<file path="src/rtl/vend_pkg.sv">
// vend_pkg: shared types and constants for the dispense sequencer.
//   state_t      - sequencer states
//   fault_code_t - latched fault cause reported on fault_code
//   G1/G2/G3     - one-hot slot encodings for req_sell / motor_en
//   CHANGE_W     - width of change / coin counters
package vend_pkg;

  localparam int CHANGE_W = 4;

  localparam logic [2:0] G1 = 3'b001;
  localparam logic [2:0] G2 = 3'b010;
  localparam logic [2:0] G3 = 3'b100;

  typedef enum logic [2:0] {
    S_IDLE,
    S_VEND,
    S_PULSE,
    S_WAIT,
    S_GAP,
    S_DONE,
    S_FAULT
  } state_t;

  typedef enum logic [1:0] {
    FC_NONE   = 2'd0,
    FC_MOTOR  = 2'd1,
    FC_HOPPER = 2'd2,
    FC_SELL   = 2'd3
  } fault_code_t;

  // True only for a single valid product slot; zero (refund) is not a slot.
  function automatic logic is_slot(input logic [2:0] sell);
    return (sell == G1) || (sell == G2) || (sell == G3);
  endfunction

endpackage

</file>
<file path="src/rtl/vend_timer.sv">
// vend_timer: loadable saturating down-counter shared by all timed states.
//   clk, rst - clock and asynchronous active-high reset
//   load     - capture value this cycle
//   value    - count to load; a window of N cycles is loaded as N-1
//   expired  - high while the count sits at zero (last cycle of the window)
module vend_timer #(
  parameter int W = 5
) (
  input  logic         clk,
  input  logic         rst,
  input  logic         load,
  input  logic [W-1:0] value,
  output logic         expired
);

  localparam logic [W-1:0] ONE = W'(1);

  logic [W-1:0] count;

  // Count down once per cycle after a load, holding at zero.
  always_ff @(posedge clk or posedge rst) begin
    if (rst) begin
      count <= '0;
    end else if (load) begin
      count <= value;
    end else if (count != '0) begin
      count <= count - ONE;
    end
  end

  assign expired = (count == '0);

endmodule

</file>
<file path="src/rtl/vend_dispense_ctrl.sv">
// vend_dispense_ctrl: dispense sequencer for the vending FSM.
// Takes one transaction (sell slot + change count) per handshake, runs the
// product motor until drop_det, then pulses the coin hopper once per coin,
// waiting for coin_det after each pulse. Timeouts latch a fault code and
// stop all actuators until fault_clr.
//   clk, rst             - clock, asynchronous active-high reset
//   req_valid/req_ready  - transaction handshake (ready only in IDLE)
//   req_sell, req_change - one-hot slot (0 = refund only), coins to pay out
//   drop_det, coin_det   - synchronised product-drop / coin-exit sensors
//   fault_clr            - leave FAULT
//   motor_en             - one-hot motor drive
//   hopper_pulse         - one-cycle coin eject
//   coins_paid           - coins confirmed for current/last transaction
//   busy, done, fault    - status; done is a one-cycle completion pulse
//   fault_code           - 0 none, 1 motor, 2 hopper, 3 bad sell
module vend_dispense_ctrl
  import vend_pkg::*;
#(
  parameter int MOTOR_CYC = 8,
  parameter int ACK_CYC   = 16,
  parameter int GAP_CYC   = 4
) (
  input  logic                clk,
  input  logic                rst,
  input  logic                req_valid,
  output logic                req_ready,
  input  logic [2:0]          req_sell,
  input  logic [CHANGE_W-1:0] req_change,
  input  logic                drop_det,
  input  logic                coin_det,
  input  logic                fault_clr,
  output logic [2:0]          motor_en,
  output logic                hopper_pulse,
  output logic [CHANGE_W-1:0] coins_paid,
  output logic                busy,
  output logic                done,
  output logic                fault,
  output logic [1:0]          fault_code
);

  localparam int TMR_MAX =
    (MOTOR_CYC > ACK_CYC) ? ((MOTOR_CYC > GAP_CYC) ? MOTOR_CYC : GAP_CYC)
                          : ((ACK_CYC   > GAP_CYC) ? ACK_CYC   : GAP_CYC);
  localparam int TMR_W = $clog2(TMR_MAX + 1);

  // Windows of N cycles load N-1 so expired marks the final window cycle.
  localparam logic [TMR_W-1:0] MOTOR_LD = TMR_W'(MOTOR_CYC - 1);
  localparam logic [TMR_W-1:0] ACK_LD   = TMR_W'(ACK_CYC - 1);
  localparam logic [TMR_W-1:0] GAP_LD   = TMR_W'(GAP_CYC - 1);

  localparam logic [CHANGE_W-1:0] COIN_ONE = CHANGE_W'(1);

  state_t state, next_state;

  logic [2:0]          sell_q;
  logic [CHANGE_W-1:0] remaining;

  logic                tmr_load;
  logic [TMR_W-1:0]    tmr_value;
  logic                tmr_expired;

  logic                accept;
  logic                coin_ok;

  logic                req_ready_nxt;
  logic [2:0]          motor_en_nxt;
  logic                hopper_pulse_nxt;
  logic [CHANGE_W-1:0] coins_paid_nxt;
  logic                busy_nxt;
  logic                done_nxt;
  logic                fault_nxt;
  fault_code_t         fault_code_nxt;

  assign accept  = (state == S_IDLE) && req_valid && req_ready;
  // A coin only counts while one is still owed, so coins_paid cannot pass change.
  assign coin_ok = (state == S_WAIT) && coin_det && (remaining != '0);

  vend_timer #(.W(TMR_W)) u_timer (
    .clk     (clk),
    .rst     (rst),
    .load    (tmr_load),
    .value   (tmr_value),
    .expired (tmr_expired)
  );

  // State and registered outputs; outputs are precomputed from next_state
  // so they line up with the state they describe.
  always_ff @(posedge clk or posedge rst) begin
    if (rst) begin
      state        <= S_IDLE;
      req_ready    <= 1'b1;
      motor_en     <= '0;
      hopper_pulse <= 1'b0;
      coins_paid   <= '0;
      busy         <= 1'b0;
      done         <= 1'b0;
      fault        <= 1'b0;
      fault_code   <= FC_NONE;
    end else begin
      state        <= next_state;
      req_ready    <= req_ready_nxt;
      motor_en     <= motor_en_nxt;
      hopper_pulse <= hopper_pulse_nxt;
      coins_paid   <= coins_paid_nxt;
      busy         <= busy_nxt;
      done         <= done_nxt;
      fault        <= fault_nxt;
      fault_code   <= fault_code_nxt;
    end
  end

  // Latched transaction: slot for the motor and coins still owed.
  always_ff @(posedge clk or posedge rst) begin
    if (rst) begin
      sell_q    <= '0;
      remaining <= '0;
    end else if (accept) begin
      sell_q    <= req_sell;
      remaining <= req_change;
    end else if (coin_ok) begin
      remaining <= remaining - COIN_ONE;
    end
  end

  // Next-state logic plus timer reload on entry to each timed state.
  always_comb begin
    next_state = state;
    tmr_load   = 1'b0;
    tmr_value  = '0;

    case (state)
      S_IDLE: begin
        if (accept) begin
          if (req_sell == '0) begin
            next_state = (req_change != '0) ? S_PULSE : S_DONE;
          end else if (is_slot(req_sell)) begin
            next_state = S_VEND;
          end else begin
            next_state = S_FAULT;
          end
        end
      end
      S_VEND: begin
        // A drop on the last window cycle still wins over the timeout.
        if (drop_det) begin
          next_state = (remaining != '0) ? S_PULSE : S_DONE;
        end else if (tmr_expired) begin
          next_state = S_FAULT;
        end
      end
      S_PULSE: next_state = S_WAIT;
      S_WAIT: begin
        if (coin_det) begin
          next_state = (remaining == COIN_ONE) ? S_DONE : S_GAP;
        end else if (tmr_expired) begin
          next_state = S_FAULT;
        end
      end
      S_GAP: begin
        if (tmr_expired) begin
          next_state = S_PULSE;
        end
      end
      S_DONE: next_state = S_IDLE;
      S_FAULT: begin
        if (fault_clr) begin
          next_state = S_IDLE;
        end
      end
      default: next_state = S_IDLE;
    endcase

    if (next_state != state) begin
      case (next_state)
        S_VEND: begin tmr_load = 1'b1; tmr_value = MOTOR_LD; end
        S_WAIT: begin tmr_load = 1'b1; tmr_value = ACK_LD;   end
        S_GAP:  begin tmr_load = 1'b1; tmr_value = GAP_LD;   end
        default: begin tmr_load = 1'b0; tmr_value = '0; end
      endcase
    end
  end

  // Output values for the coming cycle, decoded from next_state.
  always_comb begin
    req_ready_nxt    = (next_state == S_IDLE);
    busy_nxt         = (next_state != S_IDLE);
    hopper_pulse_nxt = (next_state == S_PULSE);
    done_nxt         = (next_state == S_DONE);
    fault_nxt        = (next_state == S_FAULT);

    motor_en_nxt = '0;
    if (next_state == S_VEND) begin
      // On the accept edge the slot is not latched yet, so use the request.
      motor_en_nxt = (state == S_IDLE) ? req_sell : sell_q;
    end

    coins_paid_nxt = coins_paid;
    if (accept) begin
      coins_paid_nxt = '0;
    end else if (coin_ok) begin
      coins_paid_nxt = coins_paid + COIN_ONE;
    end

    fault_code_nxt = fault_code_t'(fault_code);
    if (state != S_FAULT && next_state == S_FAULT) begin
      case (state)
        S_IDLE:  fault_code_nxt = FC_SELL;
        S_VEND:  fault_code_nxt = FC_MOTOR;
        S_WAIT:  fault_code_nxt = FC_HOPPER;
        default: fault_code_nxt = fault_code_t'(fault_code);
      endcase
    end else if (state == S_FAULT && next_state == S_IDLE) begin
      fault_code_nxt = FC_NONE;
    end
  end

endmodule

</file>
<file path="config.mk">
export PLATFORM = sky130hd
export DESIGN_NAME = vend_dispense_ctrl
export DESIGN_NICKNAME = d
export VERILOG_FILES = /design/src/rtl/vend_pkg.sv /design/src/rtl/vend_timer.sv /design/src/rtl/vend_dispense_ctrl.sv
export SDC_FILE = /design/constraint.sdc
export NUM_CORES = 1
export LEC_CHECK = 0
export BUFFER_PORTS_ARGS = -buffer_cell sky130_fd_sc_hd__buf_2
export CORE_MARGIN = 2
export CORE_UTILIZATION = 56
export DETAILED_ROUTE_END_ITERATION = 10
export GPL_TIMING_DRIVEN = 0
export PLACE_DENSITY = 0.87
export SKIP_LAST_GASP = 1
export SYNTH_ARGS = -nofsm -noshare
export SYNTH_HDL_FRONTEND = slang
export SYNTH_SLANG_ARGS = --single-unit
</file>
<file path="constraint.sdc">
create_clock -name clk -period 2.9 [get_ports clk]
set_input_delay 0.58 -clock clk [delete_from_list [all_inputs] [get_ports clk]]
set_output_delay 0.58 -clock clk [all_outputs]
set_load 0.01 [all_outputs]
</file>
==> impl_metrics.env, run 1 <==
export IMPL_grt_use_total=0.222
export IMPL_grt_antenna_before_repair=0
export IMPL_fin_crit_sh=0.878
export IMPL_synth_cell_types=54
export IMPL_path_max_fanout=10
export IMPL_violations="design-rule violations"
export IMPL_crit_required_ps=3140
export IMPL_htreeDepth=2
export IMPL_ys_ff_latch=29
export IMPL_setup_violations=0
export IMPL_status="complete, but fails checks"
export IMPL_max_cap_viol_count=0
export IMPL_synthCells=161
export IMPL_grt_pass1_wl_um=5660
export IMPL_dp_cells=218
export IMPL_n_antenna_cell=0
export IMPL_holdBufCountCts=0
export IMPL_rrSetupSlack_ps=350
export IMPL_root_buffer="clkbuf_4"
export IMPL_hold_path_class="flip-flop to flip-flop"
export IMPL_final_antenna_net_count=0
export IMPL_cp_common_cell="buf_6"
export IMPL_finish_utilization=0.675
export IMPL_via_per_inst=5.75
export IMPL_power_mw=2.08
export IMPL_rsz0062_at_grt="false"
export IMPL_async_reset_ff_frac=1.00
export IMPL_critPathLaunchType="flip-flop"
export IMPL_r2r_cells=11
export IMPL_fin_cells=225
export IMPL_fin_setup_tns_ps=0
export IMPL_fp_dieArea_um2=3440
export IMPL_drv_slew=0
export IMPL_clk_latency_ps=330
export IMPL_cts_tree="done"
export IMPL_post_cts_resized=0
export IMPL_grt_max_degree=30
export IMPL_timing_rr_start="u_timer.count[0]"
export IMPL_path_class="flip-flop to flip-flop"
export IMPL_critPathSlowestCell="or3_4"
export IMPL_vias=1293
export IMPL_dp_hpwl_um=2490
export IMPL_port_buffers=26
export IMPL_drtIter0Drc=60
export IMPL_clockBufferDepth=2
export IMPL_ios=27
export IMPL_arrival_ps=2790
export IMPL_totalWireLength_um=3340
export IMPL_clkSinkCount=29
export IMPL_hold_start="sell_q[1]"
export IMPL_die_h_um=58.6
export IMPL_ir_drop_uv=543
export IMPL_p_leak_nw=0.906
export IMPL_clk_pin_slew_worst_paths_ps=90
export IMPL_post_cts_buffers=0
export IMPL_yosysSeqAreaShare=0.435
export IMPL_netlist_area_um2=1670
export IMPL_cpPeakStageDelay_ps=420
export IMPL_finClkSkew_ps=5.49
export IMPL_synth_edf_count=0
export IMPL_mostFrequentLayoutCell="dfrtp_1"
export IMPL_core_area_um2=2810
export IMPL_hold_path_depth=2
export IMPL_tightest_slew_ps=1070
export IMPL_grt_pass1_vias=1249
export IMPL_overflow=0
export IMPL_path_cells="inv_1 -> ha_1 -> nor4b_4 -> buf_6 -> o22ai_1 -> o21ai_1 -> o211ai_2 -> buf_6 -> o21a_1 -> or3_4 -> a22oi_1"
export IMPL_numCtsBuffers=5
export IMPL_critPathCaptureType="flip-flop"
export IMPL_start_util=0.595
export IMPL_area_growth_pct=13.4
export IMPL_fin_ws_ps=354
export IMPL_firstDrtPassIters=7
export IMPL_yosysWarnings=0
export IMPL_r2r_end="u_timer.count[2]"
export IMPL_holdPathEnd="sell_q[1]"
export IMPL_gp_congestion=0.876
export IMPL_timing_slew_headroom=0.284
export IMPL_clock_fmax_mhz=393
export IMPL_drc=3
export IMPL_avgSynthCellArea_um2=10.4
export IMPL_pre_cts_ws_ps=229
export IMPL_post_drt_wl_per_cell_um=14.8
export IMPL_p_per_area_nw_per_um2=1100
export IMPL_layout_min_cycle_time_ps=2550
export IMPL_syn_nets=180
export IMPL_hold_viol=0
export IMPL_layout_common_cells="dfrtp_1 (28), buf_2 (27), nand2_1 (21)"
export IMPL_die_w_um=58.6
export IMPL_drive_gt1_frac=0.263
export IMPL_final_nets=213
export IMPL_rows=19
export IMPL_synth_ff_type="dfrtp_1"
## sequential cells by signal, summed over array words and instances, names as in the netlist
signal         cells
u_timer.count      5
coins_paid         4
remaining          4
motor_en           3
sell_q             3
state              3
fault_code         2
busy               1
done               1
fault              1
hopper_pulse       1
req_ready          1
## cells by family after synthesis
family / share of synthesized area
AND/OR/NAND/NOR: 0.231
AO/OA/AOI/OAI: 0.160
flip-flops: 0.435
buffers and inverters: 0.0479
XOR/XNOR: 0.0367
adder cells (fa/ha/maj): 0.0509
multiplexers: 0.0375
## synth_stat cells (all sizes together), types with 2 or more instances
library cell,n,area share
o21a,2,0.0090
nor2,13,0.029
buf,5,0.028
o22ai,2,0.0075
nand3,3,0.012
a22oi,2,0.012
dfrtp,28,0.42
a21oi,2,0.013
o211ai,2,0.020
xor2,4,0.021
nor4b,2,0.023
nand2,21,0.047
nor3b,5,0.022
mux2i,4,0.024
inv,9,0.020
o21ai,7,0.028
xnor2,3,0.016
nor3,6,0.025
a221o,2,0.012
and3,3,0.011
mux2,2,0.013
ha,6,0.045
nor2b,4,0.015
or3,4,0.018
nand2b,2,0.0075
## worst max-delay path by stage
stage,start,to,slack (ps)
global placement,req_change[0],u_timer.count[2],330
finish,u_timer.count[0],u_timer.count[2],350
floorplan,req_change[0],u_timer.count[2],530
global route,u_timer.count[0],u_timer.count[2],130
CTS,u_timer.count[0],u_timer.count[2],350
detailed placement,req_change[0],u_timer.count[2],230
## metal layers
metal	vias to the layer above	GRT usage	wire length (um)
met5	-	0	0
met3	9	0.0725	183
met4	0	0.0877	74
met1	597	0.284	1480
li1	640	-	-
met2	47	0.350	1610
## metrics by stage
| step | area [um^2] | hold WS [ps] |
|---|---|---|
| 2_1_floorplan | 1670 | 445 |
| 3_3_place_gp | 1840 | 459 |
| 3_5_place_dp | 1840 | 467 |
| 4_1_cts | 1890 | 487 |
| 5_1_grt | 1890 | 500 |
| 6_report | 1890 | 489 |
## area by class of cell
cell class / instances / area, um^2
inverter: 9 / 33.8
sequential: 29 / 727
buffer: 5 / 46.3
fill: 219 / 911
clock buffer: 7 / 55.1
multi-input combinational: 118 / 863
tap: 31 / 38.8
timing repair buffer: 26 / 130
## critical path: cells and delay by family, from the launching register on
kind	cells	cell delay, ps
flops	1	390
compound gates	5	760
buf+inv	3	460
simple gates	2	650
fa+ha+maj	1	190
## power by group
group,internal [mW],switching (mW)
clock network,0.114,0.134
logic,0.503,0.600
registers,0.589,0.137
Power figures use the tool's default switching activity.
==> run 2, diff against run 1 <==
Settings changed: CTS_BUF_LIST set to sky130_fd_sc_hd__clkbuf_16.
==> impl_metrics.env, run 2 (synthesis results as in run 1) <==
export IMPL_clockBufferDepth=2
export IMPL_r2r_cells=11
export IMPL_drive_gt1_frac=0.258
export IMPL_setup_violations=0
export IMPL_post_cts_buffers=0
export IMPL_clk_latency_ps=270
export IMPL_max_flop_register="u_timer.count"
export IMPL_ir_drop_uv=654
export IMPL_cp_depth=11
export IMPL_dp_hpwl_um=2490
export IMPL_fin_setup_tns_ps=0
export IMPL_crit_required_ps=3080
export IMPL_root_buffer="clkbuf_16"
export IMPL_htreeDepth=2
export IMPL_path_class="flip-flop to flip-flop"
export IMPL_drv_slew=0
export IMPL_area_growth_pct=18.1
export IMPL_top_regs="u_timer.count x5, coins_paid x4, remaining x4"
export IMPL_gp_congestion=0.876
export IMPL_path_cells="inv_1 -> ha_1 -> nor4b_4 -> buf_6 -> o22ai_1 -> o21ai_1 -> o211ai_2 -> buf_6 -> o21a_1 -> or3_4 -> a22oi_1"
export IMPL_p_leak_nw=0.943
export IMPL_via_per_inst=5.93
export IMPL_clkSinkCount=29
export IMPL_finClkSkew_ps=1.82
export IMPL_drtIter0Drc=67
export IMPL_ios=27
export IMPL_drc=3
export IMPL_whs_ps=478
export IMPL_post_cts_resized=0
export IMPL_numCtsBuffers=5
export IMPL_tightest_slew_ps=1070
export IMPL_n_fill_cell=208
export IMPL_final_nets=213
export IMPL_hold_viol=0
export IMPL_grt_use_total=0.234
export IMPL_grt_max_degree=30
export IMPL_post_drt_wl_per_cell_um=15.5
export IMPL_hold_path_depth=2
export IMPL_cts_tree="done"
export IMPL_start_util=0.595
export IMPL_path_buf_inv=3
export IMPL_mostFrequentLayoutCell="dfrtp_1"
export IMPL_max_cap_viol_count=0
export IMPL_core_area_um2=2810
export IMPL_clk_pin_slew_worst_paths_ps=50
export IMPL_layout_min_cycle_time_ps=2550
export IMPL_hold_path_class="flip-flop to flip-flop"
export IMPL_largest_reg_flops=5
export IMPL_grt_antenna_before_repair=0
export IMPL_final_antenna_net_count=0
export IMPL_port_buffers=26
export IMPL_totalWireLength_um=3500
export IMPL_n_antenna_cell=0
export IMPL_overflow=0
export IMPL_die_h_um=58.6
export IMPL_final_cell_area_um2=1970
export IMPL_violations="design-rule violations"
export IMPL_arrival_ps=2730
export IMPL_cp_common_cell="buf_6"
export IMPL_cpPeakStageDelay_ps=420
export IMPL_die_w_um=58.6
export IMPL_grt_pass1_vias=1294
export IMPL_critPathCaptureType="flip-flop"
export IMPL_place_area_um2=1840
export IMPL_rsz0062_at_grt="false"
export IMPL_status="complete, but fails checks"
export IMPL_timing_slew_headroom=0.287
export IMPL_critPathLaunchType="flip-flop"
export IMPL_rows=19
export IMPL_fin_crit_sh=0.878
export IMPL_layout_common_cells="dfrtp_1 (28), buf_2 (27), nand2_1 (21)"
export IMPL_critPathSlowestCell="or3_4"
export IMPL_clock_fmax_mhz=393
export IMPL_fp_dieArea_um2=3440
export IMPL_grt_pass1_wl_um=5930
export IMPL_p_per_area_nw_per_um2=1170
export IMPL_path_max_fanout=10
export IMPL_vias=1334
export IMPL_firstDrtPassIters=7
export IMPL_holdBufCountCts=0
export IMPL_crit_family="compound AO/OA/AOI/OAI gates"
-- run 2: cell types whose count changed in the layout (fill, tap and decap cells not counted), sizes merged --
cell and change:
inv +1, clkbuf -2, clkinv +1
-- run 2: layer usage --
metal	part of all wire	global-route usage	up-vias
li1	-	-	641
met4	0.020	0.0942	0
met1	0.40	0.282	642
met5	0	0	-
met3	0.062	0.0857	8
met2	0.51	0.380	43
-- run 2: layout make-up --
type                    count  area, um^2  area share
multi-input cells         118         863       0.438
flip-flops and latches     29         727       0.369
repair buffers             26         130      0.0660
clock buffers               5         125      0.0635
plain buffers               5        46.3      0.0235
well taps                  31        38.8      0.0197
inverters                   9        33.8      0.0171
clock inverters             2        7.51     0.00381
-- run 2: worst paths after layout --
kind | from | end | slack [ps]
worst max-delay path | u_timer.count[0] | u_timer.count[2] | 350
worst min-delay path | sell_q[1] | sell_q[1] | 480
worst max register to register | u_timer.count[0] | u_timer.count[2] | 350
worst min register to register | sell_q[1] | sell_q[1] | 480
max in group asynchronous | rst | u_timer.count[3] | 1680
min in group asynchronous | rst | motor_en[0] | 570
-- run 2: stage by stage --
step                 util  cells  worst slack, ps  power (mW)
finish              0.703    225              354        2.31
global route        0.703    225              148        2.48
CTS                 0.703    225              356        2.31
detailed placement  0.656    218              229        1.83
global placement    0.656    218              330        1.77
floorplan               -    161              533        1.57
-- run 2: report_power, final --
group	leakage, nW	switching (mW)	total (mW)	internal [mW]
clock network	0.0685	0.159	0.464	0.305
logic	0.512	0.608	1.11	0.503
registers	0.363	0.140	0.731	0.591
-- run 2: worst min-delay path, cell delays in order (launching register included) --
cell and delay, ps:
dfrtp_1 340, nand2_1 50, nand2_1 60
==> run 3, diff against run 2 <==
Settings changed: CORE_UTILIZATION 56 to 55, PLACE_DENSITY 0.87 to 0.86, SYNTH_HIERARCHICAL set to 1, TNS_END_PERCENT set to 5.
==> impl_metrics.env, run 3 <==
export IMPL_layout_min_cycle_time_ps=2830
export IMPL_clk_pin_slew_worst_paths_ps=50
export IMPL_drtIter0Drc=96
export IMPL_status="complete, but fails checks"
export IMPL_whs_ps=222
export IMPL_synthCells=167
export IMPL_area_growth_pct=23.8
export IMPL_clkSinkCount=29
export IMPL_start_util=0.591
export IMPL_rows=19
export IMPL_post_drt_wl_per_cell_um=16.4
export IMPL_drc=2
export IMPL_synth_edf_count=0
export IMPL_power_mw=2.56
export IMPL_ys_ff_latch=29
export IMPL_finClkSkew_ps=5.77
export IMPL_critPathLaunchType="flip-flop"
export IMPL_synth_cell_types=57
export IMPL_fp_dieArea_um2=3470
export IMPL_violations="design-rule violations"
export IMPL_n_antenna_cell=0
export IMPL_path_class="flip-flop to flip-flop"
export IMPL_timing_slew_headroom=0.407
export IMPL_via_per_inst=6.16
export IMPL_overflow=0
export IMPL_firstDrtPassIters=10
export IMPL_clock_fmax_mhz=353
export IMPL_max_flop_register="u_timer/count"
export IMPL_avgSynthCellArea_um2=9.93
export IMPL_vias=1460
export IMPL_numCtsBuffers=5
export IMPL_p_per_area_nw_per_um2=1240
export IMPL_path_max_fanout=10
export IMPL_synth_most_common_cell="dfrtp_1"
export IMPL_synth_area_leaders="dfrtp_1 (42%), nand2_1 (5.0%), ha_1 (3.0%), nor3_1 (3.0%), xnor2_1 (2.6%)"
export IMPL_root_buffer="clkbuf_16"
export IMPL_drv_slew=0
export IMPL_r2r_cells=12
export IMPL_critPathCaptureType="flip-flop"
export IMPL_grt_pass1_vias=1394
export IMPL_gp_congestion=0.974
export IMPL_yosysSeqAreaShare=0.438
export IMPL_p_leak_nw=0.949
export IMPL_rrSetupSlack_ps=70
export IMPL_ios=27
export IMPL_hold_viol=0
export IMPL_synth_cells_most_frequent="dfrtp_1 (28), nand2_1 (22), nor2_1 (10), nor3_1 (10)"
export IMPL_dp_hpwl_um=2650
export IMPL_ir_drop_uv=633
export IMPL_layout_common_cells="buf_2 (30), dfrtp_1 (28), nand2_1 (21)"
export IMPL_netlist_area_um2=1660
export IMPL_grt_antenna_before_repair=0
export IMPL_synth_top_area_cell="dfrtp_1"
export IMPL_fin_crit_sh=0.976
export IMPL_synth_ff_type="dfrtp_1"
export IMPL_max_cap_viol_count=0
export IMPL_syn_nets=184
export IMPL_final_nets=222
export IMPL_drive_gt1_frac=0.296
export IMPL_synth_top_cell_area_share=0.422
export IMPL_r2r_end="u_timer/count[2]"
export IMPL_mostFrequentLayoutCell="buf_2"
export IMPL_clk_latency_ps=270
export IMPL_grt_pass1_wl_um=6180
export IMPL_hold_path_class="input port to asynchronous set/reset pin"
export IMPL_die_w_um=58.9
export IMPL_die_h_um=58.9
export IMPL_top_regs="u_timer/count x5, coins_paid x4, remaining x4"
export IMPL_grt_max_degree=25
export IMPL_port_buffers=26
export IMPL_grt_use_total=0.238
export IMPL_largest_reg_flops=5
export IMPL_timing_rr_start="u_timer/count[0]"
export IMPL_core_area_um2=2810
export IMPL_crit_required_ps=3080
export IMPL_cts_tree="done"
export IMPL_crit_start="u_timer/count[0]"
export IMPL_htreeDepth=2
export IMPL_clockBufferDepth=2
export IMPL_async_reset_ff_frac=1.00
export IMPL_tightest_slew_ps=889
export IMPL_setup_violations=0
export IMPL_yosysWarnings=6
export IMPL_arrival_ps=3010
export IMPL_final_antenna_net_count=0
export IMPL_totalWireLength_um=3900
## run 3: cells by family (layout without fill, tap and decap cells)
kind of cell,Yosys count,after routing,synth area share
AND/OR/NAND/NOR,70,70,0.229
buffers and inverters,12,51,0.0294
adder cells (fa/ha/maj),5,5,0.0362
multiplexers,5,5,0.0317
AO/OA/AOI/OAI,38,38,0.196
other,1,1,0.00226
XOR/XNOR,7,7,0.0370
flip-flops,29,29,0.438
## run 3: worst max-delay path by stage
stage | slack, ps | cells after the start | endpoint
6_report | 70 | 12 | u_timer/count[2]
5_1_grt | -20 | 12 | u_timer/count[2]
4_1_cts | 30 | 11 | u_timer/count[4]
3_5_place_dp | -170 | 10 | u_timer/count[4]
3_3_place_gp | -80 | 10 | u_timer/count[4]
2_1_floorplan | 250 | 8 | u_timer/count[2]
## run 3: where the power goes
| group | total (mW) | switching, mW | internal, mW |
|---|---|---|---|
| logic | 1.26 | 0.705 | 0.553 |
| registers | 0.729 | 0.152 | 0.577 |
| clock network | 0.568 | 0.168 | 0.400 |
## run 3: repair_timing
| item | in CTS | in global routing |
|---|---|---|
| pin swaps | 0 | 3 |
| setup endpoints to repair | 5 | 5 |
| buffers inserted | 2 | 3 |
| hold buffers | 0 | 0 |
| gates resized for setup | 2 | 6 |
## run 3: stage by stage
| step | cell area (um^2) | setup TNS, ps | util | cells | setup WS [ps] |
|---|---|---|---|---|---|
| floorplan | 1660 | 0 | - | 167 | 250 |
| global placement | 1830 | -319 | 0.652 | 224 | -77.4 |
| detailed placement | 1830 | -695 | 0.652 | 224 | -174 |
| CTS | 2020 | 0 | 0.720 | 234 | 31.7 |
| global route | 2050 | -69.0 | 0.732 | 237 | -24.6 |
| finish | 2050 | 0 | 0.732 | 237 | 69.4 |
## run 3: cell type report
| class | count | area [um^2] |
|---|---|---|
| Multi-Input combinational cell | 126 | 905 |
| Fill cell | 205 | 751 |
| Sequential cell | 29 | 727 |
| Timing Repair Buffer | 31 | 168 |
| Clock buffer | 5 | 125 |
| Clock inverter | 3 | 41.3 |
| Tap cell | 31 | 38.8 |
| Inverter | 8 | 30.0 |
| Buffer | 4 | 20.0 |
## run 3: critical path, cell delays in order, from the launching register on
cell       delay, ps
dfrtp_1          350
inv_1             80
ha_2             210
nor4b_4          150
buf_4            160
nor4bb_1         120
a211o_1          290
a211oi_4         330
inv_2            110
a221oi_4         350
o2bb2ai_1        130
buf_2            200
o31ai_2          260
## run 3: metal layers
| metal | part of all wire | global-route usage | vias up |
|---|---|---|---|
| met1 | 0.40 | 0.285 | 703 |
| li1 | - | - | 685 |
| met5 | 0 | 0 | - |
| met2 | 0.53 | 0.417 | 63 |
| met4 | 0.015 | 0.0779 | 0 |
| met3 | 0.058 | 0.0593 | 9 |
